**src/rtl/serial_full_adder_if.sv**
```systemverilog
// Operand/result bundle for the bit-serial adder.
// The controller side drives start and operands; the adder side returns status and result.
interface serial_full_adder_if #(
    parameter int WIDTH = 4
);
  logic             start;
  logic [WIDTH-1:0] a;
  logic [WIDTH-1:0] b;
  logic             carry_in;
  logic             busy;
  logic             done;
  logic [WIDTH-1:0] sum;
  logic             carry_out;

  modport master (
    output start, a, b, carry_in,
    input  busy, done, sum, carry_out
  );

  modport slave (
    input  start, a, b, carry_in,
    output busy, done, sum, carry_out
  );
endinterface

```
**src/rtl/serial_full_adder.sv**
```systemverilog
// Bit-serial adder: one full-adder cell and a carry flip-flop, one bit per clock.
// Result is published on the edge that enters DONE and held until the next completion.
module serial_full_adder #(
    parameter int WIDTH = 4
) (
    input  logic               clk,
    input  logic               reset,
    serial_full_adder_if.slave bus
);
  localparam int CW = (WIDTH > 1) ? $clog2(WIDTH) : 1;
  localparam logic [CW-1:0] LAST = CW'(WIDTH - 1);

  typedef enum logic [1:0] {IDLE, SHIFT, DONE} state_t;

  state_t           state_reg, state_next;
  logic [WIDTH-1:0] a_reg, b_reg, work_reg, sum_reg;
  logic             carry_reg, cout_reg;
  logic [CW-1:0]    cnt_reg;

  logic fa_bit, fa_carry, last_bit, accept;

  assign fa_bit   = a_reg[0] ^ b_reg[0] ^ carry_reg;
  assign fa_carry = (a_reg[0] & b_reg[0]) | (carry_reg & (a_reg[0] ^ b_reg[0]));
  assign last_bit = (cnt_reg == LAST);
  // start is only honoured outside SHIFT, so a running operation cannot be disturbed
  assign accept   = bus.start && ((state_reg == IDLE) || (state_reg == DONE));

  always_ff @(posedge clk or posedge reset) begin
    if (reset) state_reg <= IDLE;
    else       state_reg <= state_next;
  end

  always_comb begin
    state_next = state_reg;
    case (state_reg)
      IDLE:    if (bus.start) state_next = SHIFT;
      SHIFT:   if (last_bit)  state_next = DONE;
      DONE:    state_next = bus.start ? SHIFT : IDLE;
      default: state_next = IDLE;
    endcase
  end

  always_ff @(posedge clk or posedge reset) begin
    if (reset) begin
      a_reg     <= '0;
      b_reg     <= '0;
      work_reg  <= '0;
      sum_reg   <= '0;
      carry_reg <= 1'b0;
      cout_reg  <= 1'b0;
      cnt_reg   <= '0;
    end else if (accept) begin
      a_reg     <= bus.a;
      b_reg     <= bus.b;
      carry_reg <= bus.carry_in;
      work_reg  <= '0;
      cnt_reg   <= '0;
    end else if (state_reg == SHIFT) begin
      a_reg     <= a_reg >> 1;
      b_reg     <= b_reg >> 1;
      carry_reg <= fa_carry;
      // new bits enter at the MSB so bit 0 lands at index 0 after WIDTH shifts
      work_reg  <= {fa_bit, work_reg[WIDTH-1:1]};
      if (last_bit) begin
        sum_reg  <= {fa_bit, work_reg[WIDTH-1:1]};
        cout_reg <= fa_carry;
      end else begin
        cnt_reg  <= cnt_reg + CW'(1);
      end
    end
  end

  assign bus.busy      = (state_reg == SHIFT);
  assign bus.done      = (state_reg == DONE);
  assign bus.sum       = sum_reg;
  assign bus.carry_out = cout_reg;
endmodule
```
**src/flat_wrapper.sv**
```systemverilog
// flat-port wrapper written by rule: the top's interface ports become plain ports
module serial_full_adder_flat 
#(
    parameter int WIDTH = 4
)
  (clk, reset, bus_start, bus_a, bus_b, bus_carry_in, bus_busy, bus_done, bus_sum, bus_carry_out);
  serial_full_adder_if #(.WIDTH(WIDTH)) bus_i ();
  input  logic clk;
  input  logic reset;
  input wire logic [$bits(bus_i.start)-1:0] bus_start;
  input wire logic [$bits(bus_i.a)-1:0] bus_a;
  input wire logic [$bits(bus_i.b)-1:0] bus_b;
  input wire logic [$bits(bus_i.carry_in)-1:0] bus_carry_in;
  output wire logic [$bits(bus_i.busy)-1:0] bus_busy;
  output wire logic [$bits(bus_i.done)-1:0] bus_done;
  output wire logic [$bits(bus_i.sum)-1:0] bus_sum;
  output wire logic [$bits(bus_i.carry_out)-1:0] bus_carry_out;
  assign bus_i.start = bus_start;
  assign bus_i.a = bus_a;
  assign bus_i.b = bus_b;
  assign bus_i.carry_in = bus_carry_in;
  assign bus_busy = bus_i.busy;
  assign bus_done = bus_i.done;
  assign bus_sum = bus_i.sum;
  assign bus_carry_out = bus_i.carry_out;
  serial_full_adder #(.WIDTH(WIDTH)) u_core (.clk(clk), .reset(reset), .bus(bus_i));
endmodule
```
**config.mk**
```make
export PLATFORM = sky130hd
export DESIGN_NAME = serial_full_adder_flat
export DESIGN_NICKNAME = d
export VERILOG_FILES = /design/src/rtl/serial_full_adder_if.sv /design/src/rtl/serial_full_adder.sv /design/src/flat_wrapper.sv
export SDC_FILE = /design/constraint.sdc
export NUM_CORES = 1
export LEC_CHECK = 0
export BUFFER_PORTS_ARGS = -buffer_cell sky130_fd_sc_hd__buf_2
export CORE_MARGIN = 1
export CORE_UTILIZATION = 47
export CTS_BUF_LIST = sky130_fd_sc_hd__clkbuf_4 sky130_fd_sc_hd__clkbuf_8
export CTS_CLUSTER_DIAMETER = 120
export DETAILED_ROUTE_END_ITERATION = 6
export GPL_TIMING_DRIVEN = 0
export PLACE_DENSITY = 0.75
export SYNTH_ARGS = -nofsm -noshare
export SYNTH_HDL_FRONTEND = slang
export SYNTH_SLANG_ARGS = --single-unit
export TNS_END_PERCENT = 100
```
**constraint.sdc**
```tcl
create_clock -name clk -period 1.4 [get_ports clk]
set_input_delay 0 -clock clk [delete_from_list [all_inputs] [get_ports clk]]
set_output_delay 0 -clock clk [all_outputs]
set_load 0.02 [all_outputs]
```
==> results list <==
* Avg Synthesized Cell Area: ~12 um^2
* Path category of the worst min-delay check: input pin to register
- Global routing finished with a remaining overflow of 0.
* Number of rows in the core area: 16
- Element type at the critical path end: register
* Final worst clock skew: roughly 0.0011 ns
- Clock sink count: 21
- The worst-case IR drop observed on VDD is between 0.8 and 0.9 mV.
- Headroom to the max-slew limit came out at 48.5%.
- Post-detailed-placement half-perimeter wirelength: 1260 um
- R2R cell count: 2
* Final count of pins violating max slew: 0
- Via count: between 700 and 800
- After clock tree synthesis, the clock-pin slew on the worst setup and hold paths is 0.12 ns.
- Achievable clock frequency: around 760 MHz
- Synthesis warning total: 0
* Number of antenna violations at the first check in global routing: 0
* Final-report setup violation count: 0
- The core region is 1980 um^2.
- Fraction of final layout cells sized beyond drive strength 1: 30.4%
* Vias in the first global route: 654
- Unrepaired setup endpoints after global routing: false
* Worst hold path endpoint: u_core.b_reg[1]$_DFFE_PP0P_
- Buffers added to address setup during post-CTS repair amount to 0.
- Number of iterations in the first detailed-routing pass: 4
- Pwr dens: 2080 nW/um^2
- Number of nets in the final layout: 127
* IO buf count: 18
- Min Hold Slack: between 0.005 and 0.006 ns
- Global-route total usage across every layer: 18.1%
- The floorplan step set the die height to 48.2 um.
- Setup total negative slack on the finished layout was measured at 0 ns.
* Slew of the pin with the lowest slew margin: 0.772 ns
- Tcrit/Tclk final: 93.8%
- The worst hold path begins at bus_b[1].
- The routed design has roughly 1800 um of wire.
- Clock Tree Root: clkbuf_4
- After the first detailed-routing iteration, the DRC count stood at 13.
* Boundary pin count: 19
- Counting every net in the synthesized netlist gives 96.
- Die width: 48.2 um
- Total clock buffers created by CTS: 3
- Weighted congestion reported at the end of routability-driven placement: 0.691
* Worst setup path category: register to register
- For the worst setup path, the data arrival time is 1.51 ns.
- Maximum number of pins on one net before global-route repair: 22
- Compared with the post-synthesis result, the final layout area differs by 23.6%.
- For the finished layout, the period the worst path requires is 1.31 ns.
* Effective utilization at floorplan: 50.6%
- Yosys mapped the design onto 20 distinct sky130hd cell types.
- Run status: finished, final reports clean
- Deepest clock path buffer count: 2
* Reported leakage power: between 0.0005 and 0.0006 uW
- In this run the worst path has a maximum fanout of 3.
- The cell count after synthesis came out at 82.
- The repair_antennas step left the layout with diodes totalling 0.
- The first global-routing pass estimated 2880 um of wire.
- Source-to-sink clock delay at the later pin of the worst-skew pair: approximately 0.30 ns
- The mapped netlist covers 1000 um^2.
- TritonCTS built the clock tree.
* Drt wl/cell: ~13 um
* Type of origin of the critical path: register
- DRC Markers: 0
* Hold depth: 3
- Across the run, the number of max-cap violations was 0.
* Setup slack on the worst flop-to-flop path: ~0.086 ns
- Startpoint of the most critical register-to-register path: u_core.carry_reg$_DFFE_PP0P_
* Antenna viol nets, final: 0
- At the worst endpoint, the required time is approximately 1.6 ns.
- H-tree Lvls: 1
* Die Outline Area: 2320 um^2
* Synthesis-stage register bit count: 21
* Reg2Reg Capture Point: u_core.bus.sum[3]$_DFFE_PP0P_
- Vias/cell: 5.27
- Total count of hold-check failures in the final report: 0
- Proportion of synthesized chip area in sequential cells: 52.4%
-- layout by cell type (no fill, tap or decap), types with 2 or more instances in the layout --
master and count:
dlygate4sd3_1 8, mux2_4 5, a211oi_1 6, nor2b_1 9, a22o_1 4, clkbuf_4 4
nand3_1 2, mux2i_1 8, o21ai_0 4, dfrtp_1 21, buf_2 20, buf_4 2
a21oi_1 6, inv_1 3
-- layer usage --
metal | share of wire [%] | vias up | global-route usage [%] | routed length (um)
met5 | 0 | - | 0 | 0
met4 | 0 | 0 | 5.00 | 0
met3 | 3.7 | 0 | 5.19 | 68
met2 | 50 | 17 | 28.5 | 917
met1 | 47 | 360 | 24.3 | 862
li1 | - | 356 | - | -
-- cell type report --
cell class                 instances  area (um^2)
clock inverter                     1         5.00
clock buffer                       3         22.5
tap                               27         33.8
timing repair buffer              26          170
sequential                        21          526
multi-input combinational         53          439
inverter                           3         11.3
buffer                             5         32.5
fill                             156          742
-- cell families after synthesis --
family                     share of synthesized area, %
DFF                                                52.4
buffers and inverters                              4.11
AOI/OAI and AO/OA                                  15.5
muxes                                              15.5
and+or+nand+nor                                    9.35
adders and majority gates                          3.24
-- what timing repair did --
item,CTS,global route
endpoints found under the setup margin,0,3
hold endpoints to repair,28,0
hold buffers,8,0
gates resized for setup,0,3
-- critical path, stage by stage (launching register included) --
cell and delay (ns):
dfrtp_1 0.43, fa_1 0.51, mux2_4 0.28
-- per-stage QoR --
stage / std cells / util [%] / worst slack, ns / cell area (um^2) / total power (uW)
5_1_grt: 139 / 62.6 / 0.0395 / 1240 / 2790
2_1_floorplan: 82 / - / 0.140 / 1000 / 1980
4_1_cts: 139 / 62.3 / 0.0559 / 1230 / 2580
6_report: 139 / 62.6 / 0.0863 / 1240 / 2580
3_5_place_dp: 127 / 56.9 / 0.0812 / 1130 / 2270
3_3_place_gp: 127 / 56.9 / 0.105 / 1130 / 2220
-- cells in the mapped netlist, drive strengths merged --
| cell | number | share of area, % |
|---|---|---|
| mux2 | 5 | 7.5 |
| inv | 3 | 1.1 |
| a221o | 1 | 1.0 |
| mux2i | 8 | 8.0 |
| nand2 | 2 | 1.5 |
| fa | 1 | 2.0 |
| a21oi | 6 | 3.0 |
| a22o | 4 | 3.5 |
| o21ai | 5 | 2.5 |
| nor2 | 1 | 0.37 |
| ha | 1 | 1.2 |
| buf | 5 | 3.0 |
| a211oi | 6 | 4.5 |
| nand3 | 2 | 1.0 |
| nor2b | 9 | 5.6 |
| dfrtp | 21 | 52 |
| a32o | 1 | 1.0 |
| and3b | 1 | 0.87 |
-- power breakdown --
part | internal [uW] | switching, uW
Clock | 106 | 182
Sequential | 877 | 199
Combinational | 624 | 594
Total | 1610 | 975
-- how the worst max path moves through the flow --
stage / from / end / depth (start not counted)
2_1_floorplan: u_core.carry_reg$_DFFE_PP0P_ / u_core.bus.sum[3]$_DFFE_PP0P_ / 2
3_3_place_gp: u_core.cnt_reg[0]$_DFFE_PP0P_ / u_core.cnt_reg[0]$_DFFE_PP0P_ / 4
3_5_place_dp: u_core.cnt_reg[0]$_DFFE_PP0P_ / u_core.cnt_reg[0]$_DFFE_PP0P_ / 4
4_1_cts: u_core.cnt_reg[0]$_DFFE_PP0P_ / u_core.cnt_reg[0]$_DFFE_PP0P_ / 4
5_1_grt: u_core.state_reg[1]$_DFFE_PP0P_ / bus_done / 3
6_report: u_core.carry_reg$_DFFE_PP0P_ / u_core.bus.sum[3]$_DFFE_PP0P_ / 2
Note: power is estimated with default switching activity, not from simulation.
